`config.mk`:
```
export PLATFORM = sky130hd
export DESIGN_NAME = demux1to4_deser
export DESIGN_NICKNAME = d
export VERILOG_FILES = /design/src/rtl/demux1to4_deser.sv
export SDC_FILE = /design/constraint.sdc
export NUM_CORES = 1
export LEC_CHECK = 0
export BUFFER_PORTS_ARGS = -buffer_cell sky130_fd_sc_hd__buf_2
export CORE_MARGIN = 4
export CORE_UTILIZATION = 44
export DETAILED_ROUTE_END_ITERATION = 16
export GPL_TIMING_DRIVEN = 0
export HOLD_SLACK_MARGIN = 0.1
export PLACE_DENSITY = 0.63
export SLEW_MARGIN = 20
export SYNTH_ARGS = -nofsm -noshare
export SYNTH_HDL_FRONTEND = slang
export SYNTH_SLANG_ARGS = --single-unit
```
`constraint.sdc`:
```
create_clock -name clk -period 1.9 [get_ports clk]
set_clock_uncertainty 0.1 [all_clocks]
set_input_delay 0.475 -clock clk [delete_from_list [all_inputs] [get_ports clk]]
set_output_delay 0.475 -clock clk [all_outputs]
set_load 0.1 [all_outputs]
```
`src/rtl/demux1to4_deser.sv`:
```
// demux1to4_deser: frame deserialiser and 1-to-3 channel steering.
// A frame opens with `start` (which also captures `sel`). WIDTH payload bits
// then arrive MSB first on din/din_valid, and the completed word is handed to
// channel sel over a valid/ready handshake. Select code 2'b11 is reserved:
// its frames are consumed and counted as drops.
// Optional build macro DEMUX_PARITY_EN: adds a trailing even-parity bit to
// each frame. A frame whose parity fails is dropped like a reserved one.
module demux1to4_deser #(
    parameter int WIDTH      = 4,
    parameter int DROP_CNT_W = 8
) (
    input  logic                  clk,
    input  logic                  rst_n,
    input  logic                  start,
    input  logic [1:0]            sel,
    input  logic                  din,
    input  logic                  din_valid,
    output logic                  busy,
    output logic [WIDTH-1:0]      dout,
    output logic [2:0]            dout_valid,
    input  logic [2:0]            dout_ready,
    output logic [DROP_CNT_W-1:0] drop_cnt,
    output logic                  err
);

    localparam logic [1:0] IDLE    = 2'd0;
    localparam logic [1:0] SHIFT   = 2'd1;
    localparam logic [1:0] DELIVER = 2'd2;

`ifdef DEMUX_PARITY_EN
    localparam int FRAME_BITS = WIDTH + 1;
`else
    localparam int FRAME_BITS = WIDTH;
`endif
    localparam int              CNT_W    = $clog2(FRAME_BITS + 1);
    localparam logic [CNT_W-1:0] LAST_BIT = CNT_W'(FRAME_BITS - 1);

    logic [1:0]            state_reg, state_next;
    logic [WIDTH-1:0]      sreg_reg, sreg_next;
    logic [CNT_W-1:0]      cnt_reg, cnt_next;
    logic [1:0]            sel_q_reg, sel_q_next;
    logic [WIDTH-1:0]      dout_reg, dout_next;
    logic [2:0]            dout_valid_reg, dout_valid_next;
    logic [DROP_CNT_W-1:0] drop_cnt_reg, drop_cnt_next;
    logic                  err_reg, err_next;

    logic [2:0]            sel_hot;
    logic                  handshake;
    logic [WIDTH-1:0]      word_shifted;
    logic [WIDTH-1:0]      frame_word;
    logic                  frame_ok;

    // One-hot decode of the captured channel. Code 3 decodes to all zeros.
    for (genvar gi = 0; gi < 3; gi++) begin : g_sel_hot
        assign sel_hot[gi] = (sel_q_reg == 2'(gi));
    end

    // Only the ready bit of the selected channel can complete a delivery.
    assign handshake    = |(dout_ready & sel_hot);
    assign word_shifted = {sreg_reg[WIDTH-2:0], din};

`ifdef DEMUX_PARITY_EN
    // The final bit is the parity bit. The payload is already in sreg.
    assign frame_word = sreg_reg;
    assign frame_ok   = ~(^{sreg_reg, din});
`else
    // The final bit is the last payload bit. It is merged in directly.
    assign frame_word = word_shifted;
    assign frame_ok   = 1'b1;
`endif

    // Next-state logic: frame capture, shifting, drop accounting, delivery.
    always_comb begin
        state_next      = state_reg;
        sreg_next       = sreg_reg;
        cnt_next        = cnt_reg;
        sel_q_next      = sel_q_reg;
        dout_next       = dout_reg;
        dout_valid_next = dout_valid_reg;
        drop_cnt_next   = drop_cnt_reg;
        err_next        = 1'b0;

        case (state_reg)
            IDLE: begin
                if (start) begin
                    sel_q_next = sel;
                    cnt_next   = '0;
                    state_next = SHIFT;
                end
            end
            SHIFT: begin
                if (din_valid) begin
                    if (cnt_reg == LAST_BIT) begin
                        if ((sel_q_reg == 2'b11) || !frame_ok) begin
                            err_next   = 1'b1;
                            state_next = IDLE;
                            if (drop_cnt_reg != '1) begin
                                drop_cnt_next = drop_cnt_reg + 1'b1;
                            end
                        end else begin
                            dout_next       = frame_word;
                            dout_valid_next = sel_hot;
                            state_next      = DELIVER;
                        end
                    end else begin
                        sreg_next = word_shifted;
                        cnt_next  = cnt_reg + 1'b1;
                    end
                end
            end
            DELIVER: begin
                if (handshake) begin
                    dout_valid_next = 3'b000;
                    state_next      = IDLE;
                end
            end
            default: begin
                state_next      = IDLE;
                dout_valid_next = 3'b000;
            end
        endcase
    end

    // State registers. A reset discards any frame in flight.
    always_ff @(posedge clk) begin
        if (!rst_n) begin
            state_reg      <= IDLE;
            sreg_reg       <= '0;
            cnt_reg        <= '0;
            sel_q_reg      <= 2'b00;
            dout_reg       <= '0;
            dout_valid_reg <= 3'b000;
            drop_cnt_reg   <= '0;
            err_reg        <= 1'b0;
        end else begin
            state_reg      <= state_next;
            sreg_reg       <= sreg_next;
            cnt_reg        <= cnt_next;
            sel_q_reg      <= sel_q_next;
            dout_reg       <= dout_next;
            dout_valid_reg <= dout_valid_next;
            drop_cnt_reg   <= drop_cnt_next;
            err_reg        <= err_next;
        end
    end

    assign busy       = (state_reg != IDLE);
    assign dout       = dout_reg;
    assign dout_valid = dout_valid_reg;
    assign drop_cnt   = drop_cnt_reg;
    assign err        = err_reg;

endmodule

```
# Word level (Yosys, flattened, before mapping)
# Cells that the tools add are included.
totals:
  reg_bits: 26
  out_inout_bits: 17
classes:
  n_addsub: 2
  n_mux: 16
  eq_ne: 13
  n_bitwise: 4
  reduce_logical: 13
op_table:
  columns: ["operator", "n"]
  rows:
  - ["2-to-1 mux 3 bit", 7]
  - ["AND reduction 4 bit", 4]
  - ["inequality test 2 bit, second input constant", 6]
  - ["2-to-1 mux 2 bit", 5]
  - ["AND reduction 5 bit", 2]
  - ["one-hot mux 3 bit (3 select lines)", 1]
  - ["adder 8 x 1 -> 8 bit, second input constant", 1]
  - ["inequality test 8 bit, second input constant", 1]
  - ["== test 2 bit, second input constant", 3]
  - ["one-hot mux 2 bit (3 select lines)", 1]
  - ["one-hot mux 3 bit (2 select lines)", 1]
  - ["== test 2 x 1 -> 1 bit, second input constant", 2]
  - ["zero test 2 bit", 2]
  - ["nonzero test 2 bit", 2]
  - ["adder 3 x 1 -> 3 bit, second input constant", 1]
  - ["bitwise AND 3 bit", 1]
  - ["== test 3 x 2 -> 1 bit, second input constant", 1]
  - ["inverter 1 bit", 3]
  - ["AND reduction 3 bit", 1]
  - ["OR reduction 3 bit", 1]
  - ["AND reduction 2 bit", 1]
  - ["2-to-1 mux 1 bit", 1]

# Longest topological paths before layout
depth:
  ltp_word: 5
  ltp_mapped: 7
  depth_no_buf: 6

# Worst setup path before layout
# OpenSTA, ideal clock, no wires.
synth_path:
  kind: "flip-flop to flip-flop"
  from: "reg drop_cnt_reg[0], in the netlist drop_cnt[0]"
  to: "reg drop_cnt_reg[0], in the netlist drop_cnt[0]"
  slack_ns: -0.360
  stages_incl_launch_ff: 6
  t_required_ns: 1.685
  arrival_ns: 2.045
  path_buffers: 0
  synth_period_minus_slack_ns: 2.260
  cell_sequence: "dfxtp_1 > ha_1 > and4_1 > a211oi_4 > xor2_1 > and2_1"
synth_via:
  elab_chain_len: 2
  word_cells_on_any_way: 3
  classes_between: "1 x add/sub; 1 x eq/ne; 1 x reduce/logical"
synth_rtl:
  columns: ["item", "line_no", "rtl"]
  rows:
  - ["from (decl)", "44", "logic [DROP_CNT_W-1:0] drop_cnt_reg, drop_cnt_next;"]
  - ["from (signal assigned)", "142", "drop_cnt_reg <= drop_cnt_next;"]
  - ["parallel branches: the longest is 2 deep, another holds adder 8 x 1 -> 8 bit", null, null]
# Several ways; the timed one is not identified.
# A chain may end at the register's enable or synchronous reset.

# Final worst setup path
layout_path:
  from: "reg state_reg[0]"
  to: "out busy"
layout_via:
  elab_chain_len: 1
layout_rtl:
  columns: ["item", "line_no", "rtl"]
  rows:
  - ["from (decl)", "38", "logic [1:0] state_reg, state_next;"]
  - ["from (signal assigned)", "136", "state_reg <= state_next;"]
  - ["nonzero test 2 bit", "147", "assign busy = (state_reg != IDLE);"]
  - ["to (decl)", "18", "output logic busy,"]
# No other way between the ends.

==> results.json <==
{
  "status": "complete, no violations",
  "core_um2": 2780,
  "grt.total_usage": 0.134,
  "crit_required_ns": 1.32,
  "first_pass_iters": 4,
  "cts-buffers-inserted": 3,
  "drv_slew": 0,
  "drive_above_1_share": 0.338,
  "combPwrFrac": 0.106,
  "clockPowerShare": 0.256,
  "relSlewSlack": 0.678,
  "ys_warn_count": 0,
  "pre_cts_ws_ns": 0.0701,
  "gp_congestion": 0.734,
  "period_minus_slack_ns": 1.78,
  "setup_viol": 0,
  "leakagePower_nw": 0.711,
  "setup.worst_path.start_class": "flip-flop",
  "die-height_um": 62.4,
  "crit_path_end_kind": "output pin",
  "finalWirelength_um": 2460,
  "ys_types": 41,
  "fmax_ghz": 0.561,
  "fin_nets": 172,
  "tritoncts": "yes",
  "clkSlewWorstSetupHoldPaths_ns": 0.13,
  "crit_type": "flip-flop to output pin",
  "cp.buffers_inverters": 2,
  "start_util": 0.467,
  "path_delay_family": "buffers and inverters",
  "grt_remaining_overflow": 0,
  "grt_pass1_wl_um": 4350,
  "vias": 992,
  "drt_iter0_drc": 51,
  "layout_commonest_cell": "buf_2",
  "cts-root-buf": "clkbuf_4",
  "grt_pass1_vias": 1030,
  "finalWorstSetupSlack_ns": 0.118,
  "numClockSinks": 26,
  "cp_max_fo": 10,
  "max_stage_delay_ns": 0.32,
  "rsz0062_at_grt": "no",
  "path_cells": "buf_4 > or2_4 > buf_12",
  "io_buffers": 26,
  "ys_ff_latch": 26,
  "avgSynthCellArea_um2": 10.2,
  "setup_tns_ns": 0,
  "placementRows": 19,
  "largest_reg_flops": 8,
  "vdd_drop_max_mv": 0.345,
  "drtAntennaViolNets": 0,
  "maxCapViolCount": 0,
  "synthArstFlopShare": 0,
  "seqPwrFrac": 0.638,
  "worst_ep_arrival_time_ns": 1.21,
  "tightest_slew_ns": 0.487,
  "clk_path_buf_depth": 2,
  "wl_per_cell_um": 13.1,
  "die_area_um2": 3890,
  "dp_hpwl_um": 1890,
  "ioPinCount": 27,
  "synth_cells": 128,
  "clk_latency_ns": 0.31,
  "syn_nets": 141,
  "fin_crit_sh": 0.938,
  "mostFrequentLayoutCells": "buf_2 (27), dfxtp_1 (18), mux2i_1 (17)",
  "critPathSlowestCell": "dfxtp_1",
  "hold_path.class": "input pin to flip-flop",
  "power.switching_mw": 0.206,
  "internal-power_mw": 0.668,
  "h-tree-depth": 1,
  "drc": 0,
  "hold_buffers": 0,
  "antenna_found_initial": 0,
  "synthFlopType": "dfxtp_1",
  "viasPerCell": 5.28,
  "power_density_nw_per_um2": 574,
  "synth_edf_count": 0,
  "ys_seq_area_frac": 0.400,
  "n_antenna_cell": 0,
  "syn_area_um2": 1300,
  "area_delta_synth_final_pct": 17.0,
  "grt_max_degree": 14,
  "power.share.switching": 0.236,
  "final-hold-violation-count": 0,
  "chipWidth_um": 62.4
}
## synthesized netlist by cell type, drive strengths merged, types with 3 or more instances
library cell,instances,share of area
nand2b,3,0.014
nand2,12,0.040
inv,4,0.012
nor2b,14,0.067
buf,4,0.019
dfxtp,26,0.40
mux2i,17,0.13
clkbuf,3,0.0087
nor2,3,0.013
nand3b,4,0.023
nor3b,3,0.021
nand3,5,0.019
ha,3,0.029
## layout make-up
| cell class | count | area (µm²) |
|---|---|---|
| Fill cell | 259 | 1260 |
| Multi-Input combinational cell | 91 | 733 |
| Sequential cell | 26 | 531 |
| Timing Repair Buffer | 26 | 145 |
| Tap cell | 31 | 38.8 |
| Buffer | 7 | 36.3 |
| Clock buffer | 3 | 22.5 |
| Inverter | 4 | 15.0 |
## per-stage QoR
| step | cells | util | instance area [µm²] | hold WS (ns) | power (mW) |
|---|---|---|---|---|---|
| after global placement | 185 | 0.532 | 1480 | 0.348 | 0.655 |
| after floorplan | 128 | - | 1310 | 0.377 | 0.632 |
| after global routing | 188 | 0.547 | 1520 | 0.338 | 0.918 |
| final | 188 | 0.547 | 1520 | 0.310 | 0.874 |
| after detailed placement | 185 | 0.532 | 1480 | 0.357 | 0.657 |
| after CTS | 188 | 0.542 | 1510 | 0.299 | 0.886 |
## worst register-to-register path: cells and delay by family (launching register included)
family	cells	cell delay, ns
and+or+nand+nor	3	0.48
adders and majority gates	2	0.39
DFF	1	0.37
AOI/OAI and AO/OA	1	0.33
## final timing paths
check	endpoint	depth (start not counted)	slack [ns]	start
setup / recovery	busy	3	0.12	state_reg[0]
hold / removal	sel_q_reg[1]	3	0.31	sel[1]
setup reg to reg	drop_cnt[6]	6	0.14	cnt_reg[0]
hold reg to reg	dout_valid[2]	2	0.37	dout_valid[2]
## layer usage
layer	track usage	wire (µm)	vias to the layer above
met3	0.0252	112	4
met5	0	0	-
met2	0.231	1210	21
li1	-	-	506
met1	0.162	1110	461
met4	0.0557	31	0
## kinds of logic after synthesis
group,share of synthesized area
simple gates,0.284
flops,0.400
xor+xnor,0.00674
buf+inv,0.0395
compound gates,0.110
mux,0.131
fa+ha+maj,0.0289
## timing repair
item	in CTS	in global routing
endpoints found under the setup margin	1	4
buffers inserted	0	0
gates resized for setup	2	4
## power by group through the flow
stage	clock, mW	combinational, mW	sequential, mW
after detailed placement	0	0.0875	0.570
after floorplan	0	0.0637	0.569
after global routing	0.257	0.103	0.559
final	0.224	0.0926	0.557
after global placement	0	0.0855	0.569
after CTS	0.239	0.0899	0.557
No activity file was read; power rests on OpenSTA's default activity.
